==> config.mk <==
export PLATFORM = sky130hd
export DESIGN_NAME = fetch_stage_flat
export DESIGN_NICKNAME = d
export VERILOG_FILES = /design/src/rtl/imem_if.sv /design/src/rtl/fetch_stage.sv /design/src/flat_wrapper.sv
export SDC_FILE = /design/constraint.sdc
export NUM_CORES = 1
export LEC_CHECK = 0
export ABC_AREA = 1
export BUFFER_PORTS_ARGS = -buffer_cell sky130_fd_sc_hd__buf_2
export CAP_MARGIN = 15
export CORE_MARGIN = 2
export CORE_UTILIZATION = 58
export CTS_BUF_LIST = sky130_fd_sc_hd__clkbuf_8 sky130_fd_sc_hd__clkbuf_16
export CTS_CLUSTER_SIZE = 12
export DETAILED_ROUTE_END_ITERATION = 12
export PLACE_DENSITY = 0.82
export SYNTH_ARGS = -nofsm -noshare
export SYNTH_HDL_FRONTEND = slang
export SYNTH_SLANG_ARGS = --single-unit
==> constraint.sdc <==
create_clock -name clk -period 4.5 [get_ports clk]
set_input_delay 0.9 -clock clk [delete_from_list [all_inputs] [get_ports clk]]
set_output_delay 0.9 -clock clk [all_outputs]
set_load 0.005 [all_outputs]
==> src/rtl/imem_if.sv <==
// Instruction memory request/response channel: one request outstanding,
// variable latency between grant and response.
interface imem_if;
  logic        req;
  logic [29:0] addr;
  logic        gnt;
  logic        rvalid;
  logic [31:0] rdata;

  modport master (output req, addr, input gnt, rvalid, rdata);
  modport slave  (input req, addr, output gnt, rvalid, rdata);
endinterface

==> src/rtl/fetch_stage.sv <==
// IF stage: owns the word PC, fetches over a req/gnt/rvalid channel and fills
// the IF/ID register; handles ID redirects (no delay slot) and stall holds.
module fetch_stage #(
  parameter logic [29:0] RESET_PC  = 30'h0000_0C00,
  parameter logic [31:0] NOP_INSTR = 32'h0000_0000
) (
  input  logic         clk,
  input  logic         rst,
  input  logic         stall,
  input  logic         jpc_avail,
  input  logic [29:0]  jpc,
  imem_if.master       imem,
  output logic [61:0]  id_data,
  output logic         id_valid,
  output logic [29:0]  fetch_pc
);

  typedef enum logic [1:0] {S_IDLE, S_WAIT, S_HOLD} state_t;

  state_t      state;
  logic [29:0] pc;
  logic [29:0] fetched_pcp1;
  logic [31:0] hold_instr;
  logic        kill;

  logic        redir;
  logic [29:0] addr;
  logic        resp;
  logic        fresh;
  logic        req;
  logic        granted;
  logic [29:0] addr_p1;

  // A response in WAIT is only usable when no redirect has made it stale.
  always_comb begin
    redir   = jpc_avail & ~stall;
    addr    = redir ? jpc : pc;
    addr_p1 = 30'(addr + 30'd1);
    resp    = (state == S_WAIT) && imem.rvalid;
    fresh   = resp && !kill;
    req     = 1'b0;
    if (!rst) begin
      case (state)
        S_IDLE:  req = 1'b1;
        S_WAIT:  req = fresh && !stall;
        default: req = 1'b0;
      endcase
    end
    granted = req && imem.gnt;
  end

  assign imem.req  = req;
  assign imem.addr = addr;
  assign fetch_pc  = pc;

  always_ff @(posedge clk) begin
    if (rst) begin
      state        <= S_IDLE;
      pc           <= RESET_PC;
      fetched_pcp1 <= '0;
      hold_instr   <= '0;
      kill         <= 1'b0;
      id_valid     <= 1'b0;
      id_data      <= '0;
    end else begin
      if (granted) begin
        pc           <= addr_p1;
        fetched_pcp1 <= addr_p1;
      end else if (redir) begin
        pc <= jpc;
      end

      case (state)
        S_IDLE: begin
          if (granted) state <= S_WAIT;
        end
        S_WAIT: begin
          if (resp) begin
            if (kill) begin
              kill  <= 1'b0;
              state <= S_IDLE;
            end else if (stall) begin
              hold_instr <= imem.rdata;
              state      <= S_HOLD;
            end else begin
              state <= granted ? S_WAIT : S_IDLE;
            end
          end else if (redir) begin
            kill <= 1'b1;
          end
        end
        S_HOLD: begin
          // Leaving on redirect discards the buffer: the IF/ID path below bubbles.
          if (!stall) state <= S_IDLE;
        end
        default: state <= S_IDLE;
      endcase

      if (!stall) begin
        if (redir) begin
          id_data  <= {pc, NOP_INSTR};
          id_valid <= 1'b0;
        end else if (fresh) begin
          id_data  <= {fetched_pcp1, imem.rdata};
          id_valid <= 1'b1;
        end else if (state == S_HOLD) begin
          id_data  <= {fetched_pcp1, hold_instr};
          id_valid <= 1'b1;
        end else begin
          id_data  <= {pc, NOP_INSTR};
          id_valid <= 1'b0;
        end
      end
    end
  end

endmodule

==> src/flat_wrapper.sv <==
// flat-port wrapper written by rule: the top's interface ports become plain ports
module fetch_stage_flat 
#(
  parameter logic [29:0] RESET_PC  = 30'h0000_0C00,
  parameter logic [31:0] NOP_INSTR = 32'h0000_0000
)
  (clk, rst, stall, jpc_avail, jpc, id_data, id_valid, fetch_pc, imem_req, imem_addr, imem_gnt, imem_rvalid, imem_rdata);
  imem_if imem_i ();
  input  logic clk;
  input  logic rst;
  input  logic stall;
  input  logic jpc_avail;
  input  logic [29:0] jpc;
  output logic [61:0] id_data;
  output logic id_valid;
  output logic [29:0] fetch_pc;
  output wire logic [$bits(imem_i.req)-1:0] imem_req;
  output wire logic [$bits(imem_i.addr)-1:0] imem_addr;
  input wire logic [$bits(imem_i.gnt)-1:0] imem_gnt;
  input wire logic [$bits(imem_i.rvalid)-1:0] imem_rvalid;
  input wire logic [$bits(imem_i.rdata)-1:0] imem_rdata;
  assign imem_req = imem_i.req;
  assign imem_addr = imem_i.addr;
  assign imem_i.gnt = imem_gnt;
  assign imem_i.rvalid = imem_rvalid;
  assign imem_i.rdata = imem_rdata;
  fetch_stage #(.RESET_PC(RESET_PC), .NOP_INSTR(NOP_INSTR)) u_core (.clk(clk), .rst(rst), .stall(stall), .jpc_avail(jpc_avail), .jpc(jpc), .imem(imem_i), .id_data(id_data), .id_valid(id_valid), .fetch_pc(fetch_pc));
endmodule
==> results of run 1 <==
where the power goes:
| group | switching (W) | total [W] | internal (W) |
|---|---|---|---|
| logic | 0.000306 | 0.000469 | 0.000163 |
| registers | 0.0000353 | 0.00149 | 0.00146 |
| clock network | 0.000595 | 0.00157 | 0.000977 |
| total | 0.000937 | 0.00353 | 0.00260 |
registers in the layout (all words and copies together), names as in the netlist:
signal	cells
u_core.fetch_pc	30
u_core.id_valid	1
u_core.state	2
u_core.fetched_pcp1	30
u_core.hold_instr	32
u_core.kill	1
u_core.id_data	62
synth_stat cells, drive strengths merged:
cell,n
dfxtp,158
nand2,387
nor3,1
o211ai,14
ha,1
nand4,7
nor2,174
inv,117
clkbuf,47
xor2,8
o21ai,71
a21o,1
buf,28
nand3,56
a21oi,174
nand3b,2
worst min-delay path, cell delays in order (launching register included):
cell and delay (ns):
dfxtp_1 0.31, nand2_1 0.05, a21oi_1 0.05
area by class of cell:
type                       instances  area [um2]  area share [%]
clock inverter                    12       181.4           1.876
timing repair buffer             204        1056           10.92
inverter                         117       439.2           4.541
multi-input combinational        896        4139           42.80
sequential                       158        3163           32.71
clock buffer                      20       466.7           4.826
tap                              180       225.2           2.329
kinds of logic after synthesis:
group                    after synthesis
AND/OR/NAND/NOR                      627
flip-flops                           158
XOR/XNOR                               8
buffers and inverters                192
AO/OA/AOI/OAI                        260
adder cells (fa/ha/maj)                1
through the flow:
step	util, %	instance area [um2]	hold WS, ns
after global placement	65.51	9022	0.4422
after floorplan	-	8125	0.4449
after CTS	70.21	9671	0.4569
after detailed placement	65.51	9022	0.4486
after global routing	70.21	9671	0.4703
final	70.21	9671	0.4544
placed cells by master (no fill, tap or decap), types with 2 or more instances in the layout:
cell type	n
nand2_1	351
buf_2	190
a21oi_1	173
dfxtp_1	158
nor2_1	153
inv_1	112
o21ai_0	59
nand3_1	43
nand2_2	33
clkbuf_16	17
nor2_2	16
o211ai_1	14
buf_4	14
nand3_2	13
o21ai_1	10
xor2_1	8
nand4_1	7
inv_2	5
nor2_4	4
bufinv_16	4
nand2_4	3
clkinvlp_4	3
clkbuf_8	3
o21ai_2	2
nand3b_1	2
clkinv_2	2
worst max path at each step:
stage / startpoint / endpoint / slack (ns) / cells past startpoint
after floorplan: stall / u_core.fetch_pc[14] / 1.95 / 13
after global placement: stall / u_core.fetched_pcp1[5] / 1.12 / 10
after detailed placement: stall / u_core.fetched_pcp1[5] / 1.10 / 10
after CTS: stall / imem_addr[27] / 1.28 / 6
after global routing: stall / imem_addr[25] / 1.15 / 6
final: stall / imem_addr[24] / 1.26 / 6
per-layer routing:
metal  wire length, um  vias to the layer above
li1                  -                     4236
met1              9936                     3873
met2             10720                      310
met3              1692                       35
met4               388                        0
met5                 0                        -
==> flow_metrics.py, run 1 <==
metrics = {
    "pwr": {
        "power_density_nw_per_um2": 365.3,
        "p_leak_nw": 4.743,
        "worst_ir_drop_vdd_mv": 0.2640,
        "p_total_w": 0.003533,
    },
    "worst_setup_path": {
        "path_common_cell": "buf_2",
        "cpMaxStageDelayCell": "buf_4",
        "crit_arrival_ns": 2.34,
        "r2r_cells": 9,
        "max_stage_delay_ns": 0.50,
        "critPathCaptureType": "output port",
        "r2r_slack_ns": 2.04,
        "critPathKind": "input port to output port",
        "required_ns": 3.60,
        "cp_cell_sequence": "buf_2, inv_2, buf_4, nand3_1, nand2_1, buf_2",
        "crit_family": "buffers and inverters",
        "worstReg2RegStart": "u_core.state[0]",
        "reg2reg_to": "u_core.fetched_pcp1[5]",
        "start_kind": "input port",
        "worst-path-buf-inv": 4,
        "path_max_fanout": 53,
    },
    "sta": {
        "grt_setup_unrepaired": "no",
        "min_period_over_period_pct": 72.10,
        "tightest_slew_ns": 1.052,
        "finalSetupTns_ns": 0,
        "period_minus_slack_ns": 3.245,
        "setup_viol": 0,
        "slew_viol_final": 0,
        "hold_viol": 0,
        "fin_skew_ns": 0.008969,
        "max_freq_mhz": 308.2,
        "relSlewSlack_pct": 29.85,
        "setup_ws_ns": 1.255,
    },
    "placed_design": {
        "portBuffers": 191,
        "hpwl_um": 15890,
        "place_inst": 1555,
        "post-place-ws_ns": 1.102,
        "gp_congestion": 1.016,
    },
    "clocking": {
        "clock_latency_ns": 0.43,
        "numCtsBuffers": 17,
        "htree_levels": 4,
        "root_buffer": "clkbuf_16",
        "cts_sinks": 158,
        "cts_tree": "built",
        "postCtsResizedCells": 0,
        "cts-hold-fix-buffers": 0,
        "postCtsSetupBuffers": 0,
        "clockBufferDepth": 2,
        "clk_transition_reported_paths_ns": 0.06,
    },
    "finish": {
        "fillCellCount": 1194,
        "drive_gt1_share_pct": 22.32,
        "syn_to_final_growth_pct": 19.02,
        "n_antenna_cell": 0,
        "nets": 1463,
        "fin_cells": 1587,
    },
    "hold_path": {
        "hp-class": "register to register",
        "worstHoldStart": "u_core.id_data[13]",
        "holdPathEnd": "u_core.id_data[13]",
        "hold_depth": 2,
    },
    "synthesis": {
        "synth-simple-area-share_pct": 33.25,
        "synth.distinct_cells": 30,
        "syn_avg_cell_area_um2": 6.521,
        "synth_fa_ha_area_share_pct": 0.1540,
        "synth_top_family_by_area": "simple AND/OR/NAND/NOR gates",
        "ys_warn_count": 0,
        "synth_top_area_cell": "dfxtp_1",
        "synth-compound-area-share_pct": 16.62,
        "muxShareOfSynthArea_pct": 0,
        "synth.top_cell.area_share_pct": 38.93,
        "syn_area_um2": 8125,
        "synth_xor_area_share_pct": 0.8623,
        "yosys-top-cells-area": "dfxtp_1 (39%), nand2_1 (16%), a21oi_1 (11%), nor2_1 (7.2%), inv_1 (5.2%)",
        "syn-num-nets": 1315,
        "yosysSeqAreaShare_pct": 38.93,
        "ys_seq_elements": 158,
        "syn_inst": 1246,
    },
    "floorplan": {
        "die_h_um": 122.4,
        "rows": 43,
        "start_util_pct": 58.99,
        "dieArea_um2": 14970,
        "die_x_um": 122.4,
        "io-pin-count": 192,
        "core_um2": 13770,
    },
    "grt": {
        "use_met2_pct": 50.10,
        "met1_usage_pct": 39.78,
        "grt.total_usage_pct": 30.35,
        "overflow": 0,
        "antenna_found_initial": 1,
        "grt_max_degree": 98,
        "use_met3_pct": 6.691,
        "grt_pass1_vias": 7294,
        "grt_busiest_layer": "met2",
        "grt_pass1_wl_um": 35900,
    },
    "route": {
        "ant_nets": 0,
        "wl_per_cell_um": 14.32,
        "firstDrtPassIters": 6,
        "drt_wl_total_um": 22730,
        "via_per_inst": 5.327,
        "drt_iter0_markers": 682,
        "vias": 8454,
        "drcViolationCount": 0,
    },
    "status": {
        "status": "completed",
    },
    "job": {
        "max-cap-violations": 0,
    },
}
Power figures use the tool's default switching activity.
==> inputs of run 2 (changes only) <==
Settings changed: CORE_UTILIZATION 58 to 49, PLACE_DENSITY 0.82 to 0.74.
Clock period 4.5 ns to 2.6 ns, I/O delays scaled along.
==> run 2 against run 1 <==
- core utilization fell by 9.4 points
- first-iteration DRC count is 10% higher
- register-to-register slack lost 1.3 ns
- final cell count increased by 4.0%
- total power rose by 73%
- via count grew 0.31%
- sequential cell count stayed put
- critical path type unchanged
- critical path depth grew 1
==> flow_metrics.py, run 2 (synthesized netlist as in run 1, its figures left out) <==
metrics = {
    "status": {
        "status": "completed",
    },
    "grt": {
        "overflow": 0,
        "grt_max_degree": 113,
        "grt.total_usage_pct": 27.48,
        "grt_pass1_wl_um": 39370,
        "grt_pass1_vias": 7713,
        "antenna_found_initial": 0,
    },
    "pwr": {
        "p_leak_nw": 4.901,
        "p_seq_share_pct": 42.4,
        "pwr-share-comb_pct": 14.4,
        "clockPowerShare_pct": 43.3,
        "worst_ir_drop_vdd_mv": 0.5064,
        "p_int_w": 0.004456,
        "power_density_nw_per_um2": 610.7,
        "switching_share_pct": 26.89,
        "power_switching_w": 0.001639,
    },
    "finish": {
        "layout_common_cells": "nand2_1 (351), buf_2 (190), a21oi_1 (173)",
        "regMostFlops": "u_core.id_data",
        "post-route-util_pct": 60.83,
        "nets": 1489,
        "largest_reg_flops": 62,
        "n_antenna_cell": 0,
        "drive_gt1_share_pct": 23.55,
        "syn_to_final_growth_pct": 22.82,
        "reg.largest.list": "u_core.id_data (62), u_core.hold_instr (32)",
        "final_common_cell": "nand2_1",
    },
    "worst_setup_path": {
        "path_max_fanout": 25,
        "endpoint": "imem_addr[25]",
        "reg2reg_to": "u_core.fetched_pcp1[8]",
        "cp-startpoint": "stall",
        "critPathCaptureType": "output port",
        "critPathKind": "input port to output port",
        "r2r_slack_ns": 0.72,
        "worstReg2RegStart": "u_core.state[1]",
        "crit_arrival_ns": 1.70,
        "r2r_cells": 10,
        "start_kind": "input port",
        "required_ns": 2.08,
    },
    "hold_path": {
        "hp-class": "input port to register",
        "worstHoldStart": "imem_rdata[27]",
    },
    "route": {
        "wl_per_cell_um": 14.59,
        "drt_wl_total_um": 24090,
        "drt_iter0_markers": 750,
        "via_per_inst": 5.136,
        "drcViolationCount": 0,
        "firstDrtPassIters": 5,
        "ant_nets": 0,
        "vias": 8480,
    },
    "placed_design": {
        "hpwl_um": 17080,
        "gp_congestion": 1.011,
        "post-place-ws_ns": 0.1131,
        "portBuffers": 191,
    },
    "clocking": {
        "postCtsSetupBuffers": 0,
        "numCtsBuffers": 17,
        "cts_sinks": 158,
        "cts-hold-fix-buffers": 0,
        "cts_tree": "built",
        "clockBufferDepth": 2,
        "clock_latency_ns": 0.42,
        "postCtsResizedCells": 0,
        "htree_levels": 4,
        "clk_transition_reported_paths_ns": 0.06,
        "root_buffer": "clkbuf_16",
    },
    "sta": {
        "fin_skew_ns": 0.005490,
        "tightest_slew_ns": 0.5033,
        "min_period_over_period_pct": 85.32,
        "period_minus_slack_ns": 2.218,
        "grt_setup_unrepaired": "no",
        "max_freq_mhz": 450.8,
        "hold_viol": 0,
        "slew_viol_final": 0,
        "relSlewSlack_pct": 66.45,
        "setup_viol": 0,
        "setup_ws_ns": 0.3817,
        "finalSetupTns_ns": 0,
    },
    "floorplan": {
        "start_util_pct": 49.52,
        "die_h_um": 132.8,
        "core_um2": 16410,
        "rows": 47,
        "io-pin-count": 192,
        "dieArea_um2": 17630,
        "die_x_um": 132.8,
    },
    "job": {
        "max-cap-violations": 0,
    },
}
-- run 2: cell types whose count changed in the layout (fill, tap and decap cells not counted), moves of 2 or more --
cell        previous run  this run
clkbuf_8               3         0
buf_4                 14        33
buf_12                 0         6
clkinvlp_4             3         1
clkinv_4               1         3
-- run 2: per-stage QoR --
| step | instances | instance area (um2) | total power (W) | hold slack (ns) |
|---|---|---|---|---|
| after floorplan | 1246 | 8125 | 0.003152 | 0.4449 |
| final | 1651 | 9980 | 0.006094 | 0.3418 |
| after CTS | 1650 | 9952 | 0.006131 | 0.3277 |
| after global placement | 1620 | 9335 | 0.003487 | 0.4507 |
| after detailed placement | 1620 | 9335 | 0.003497 | 0.4513 |
| after global routing | 1651 | 9980 | 0.006353 | 0.3504 |
-- run 2: layout make-up --
cell class	count	area (um2)
Clock buffer	17	425.4
Sequential cell	158	3163
Timing Repair Buffer	230	1346
Tap cell	220	275.3
Fill cell	1534	6427
Inverter	117	439.2
Clock inverter	13	191.4
Multi-Input combinational cell	896	4139
-- run 2: routing by layer --
| metal | share of wire [%] | up-vias | global-route usage, % |
|---|---|---|---|
| met3 | 8.4 | 43 | 5.862 |
| met4 | 2.2 | 0 | 9.438 |
| met5 | 0 | - | 0 |
| met2 | 45 | 333 | 42.75 |
| li1 | - | 4291 | - |
| met1 | 44 | 3813 | 37.89 |
-- run 2: critical path: stages --
cell and delay [ns]:
buf_2 0.14, inv_2 0.16, buf_4 0.32, nand3_1 0.12
nand2_1 0.17, buf_4 0.15, buf_2 0.10
-- run 2: how the worst min path moves through the flow --
stage | cells after the start | endpoint | slack, ns
after floorplan | 2 | u_core.fetched_pcp1[29] | 0.44
after global placement | 2 | u_core.id_data[8] | 0.45
after detailed placement | 2 | u_core.id_data[13] | 0.45
after CTS | 3 | u_core.hold_instr[30] | 0.33
after global routing | 3 | u_core.hold_instr[30] | 0.35
final | 3 | u_core.hold_instr[27] | 0.34
-- run 2: power by group through the flow --
stage                     clock [W]  combinational [W]  sequential (W)
after floorplan                   0           0.000523         0.00263
after global placement            0           0.000854         0.00263
after detailed placement          0           0.000864         0.00263
after CTS                   0.00268           0.000868         0.00258
after global routing        0.00279           0.000976         0.00259
final                       0.00264           0.000877         0.00258
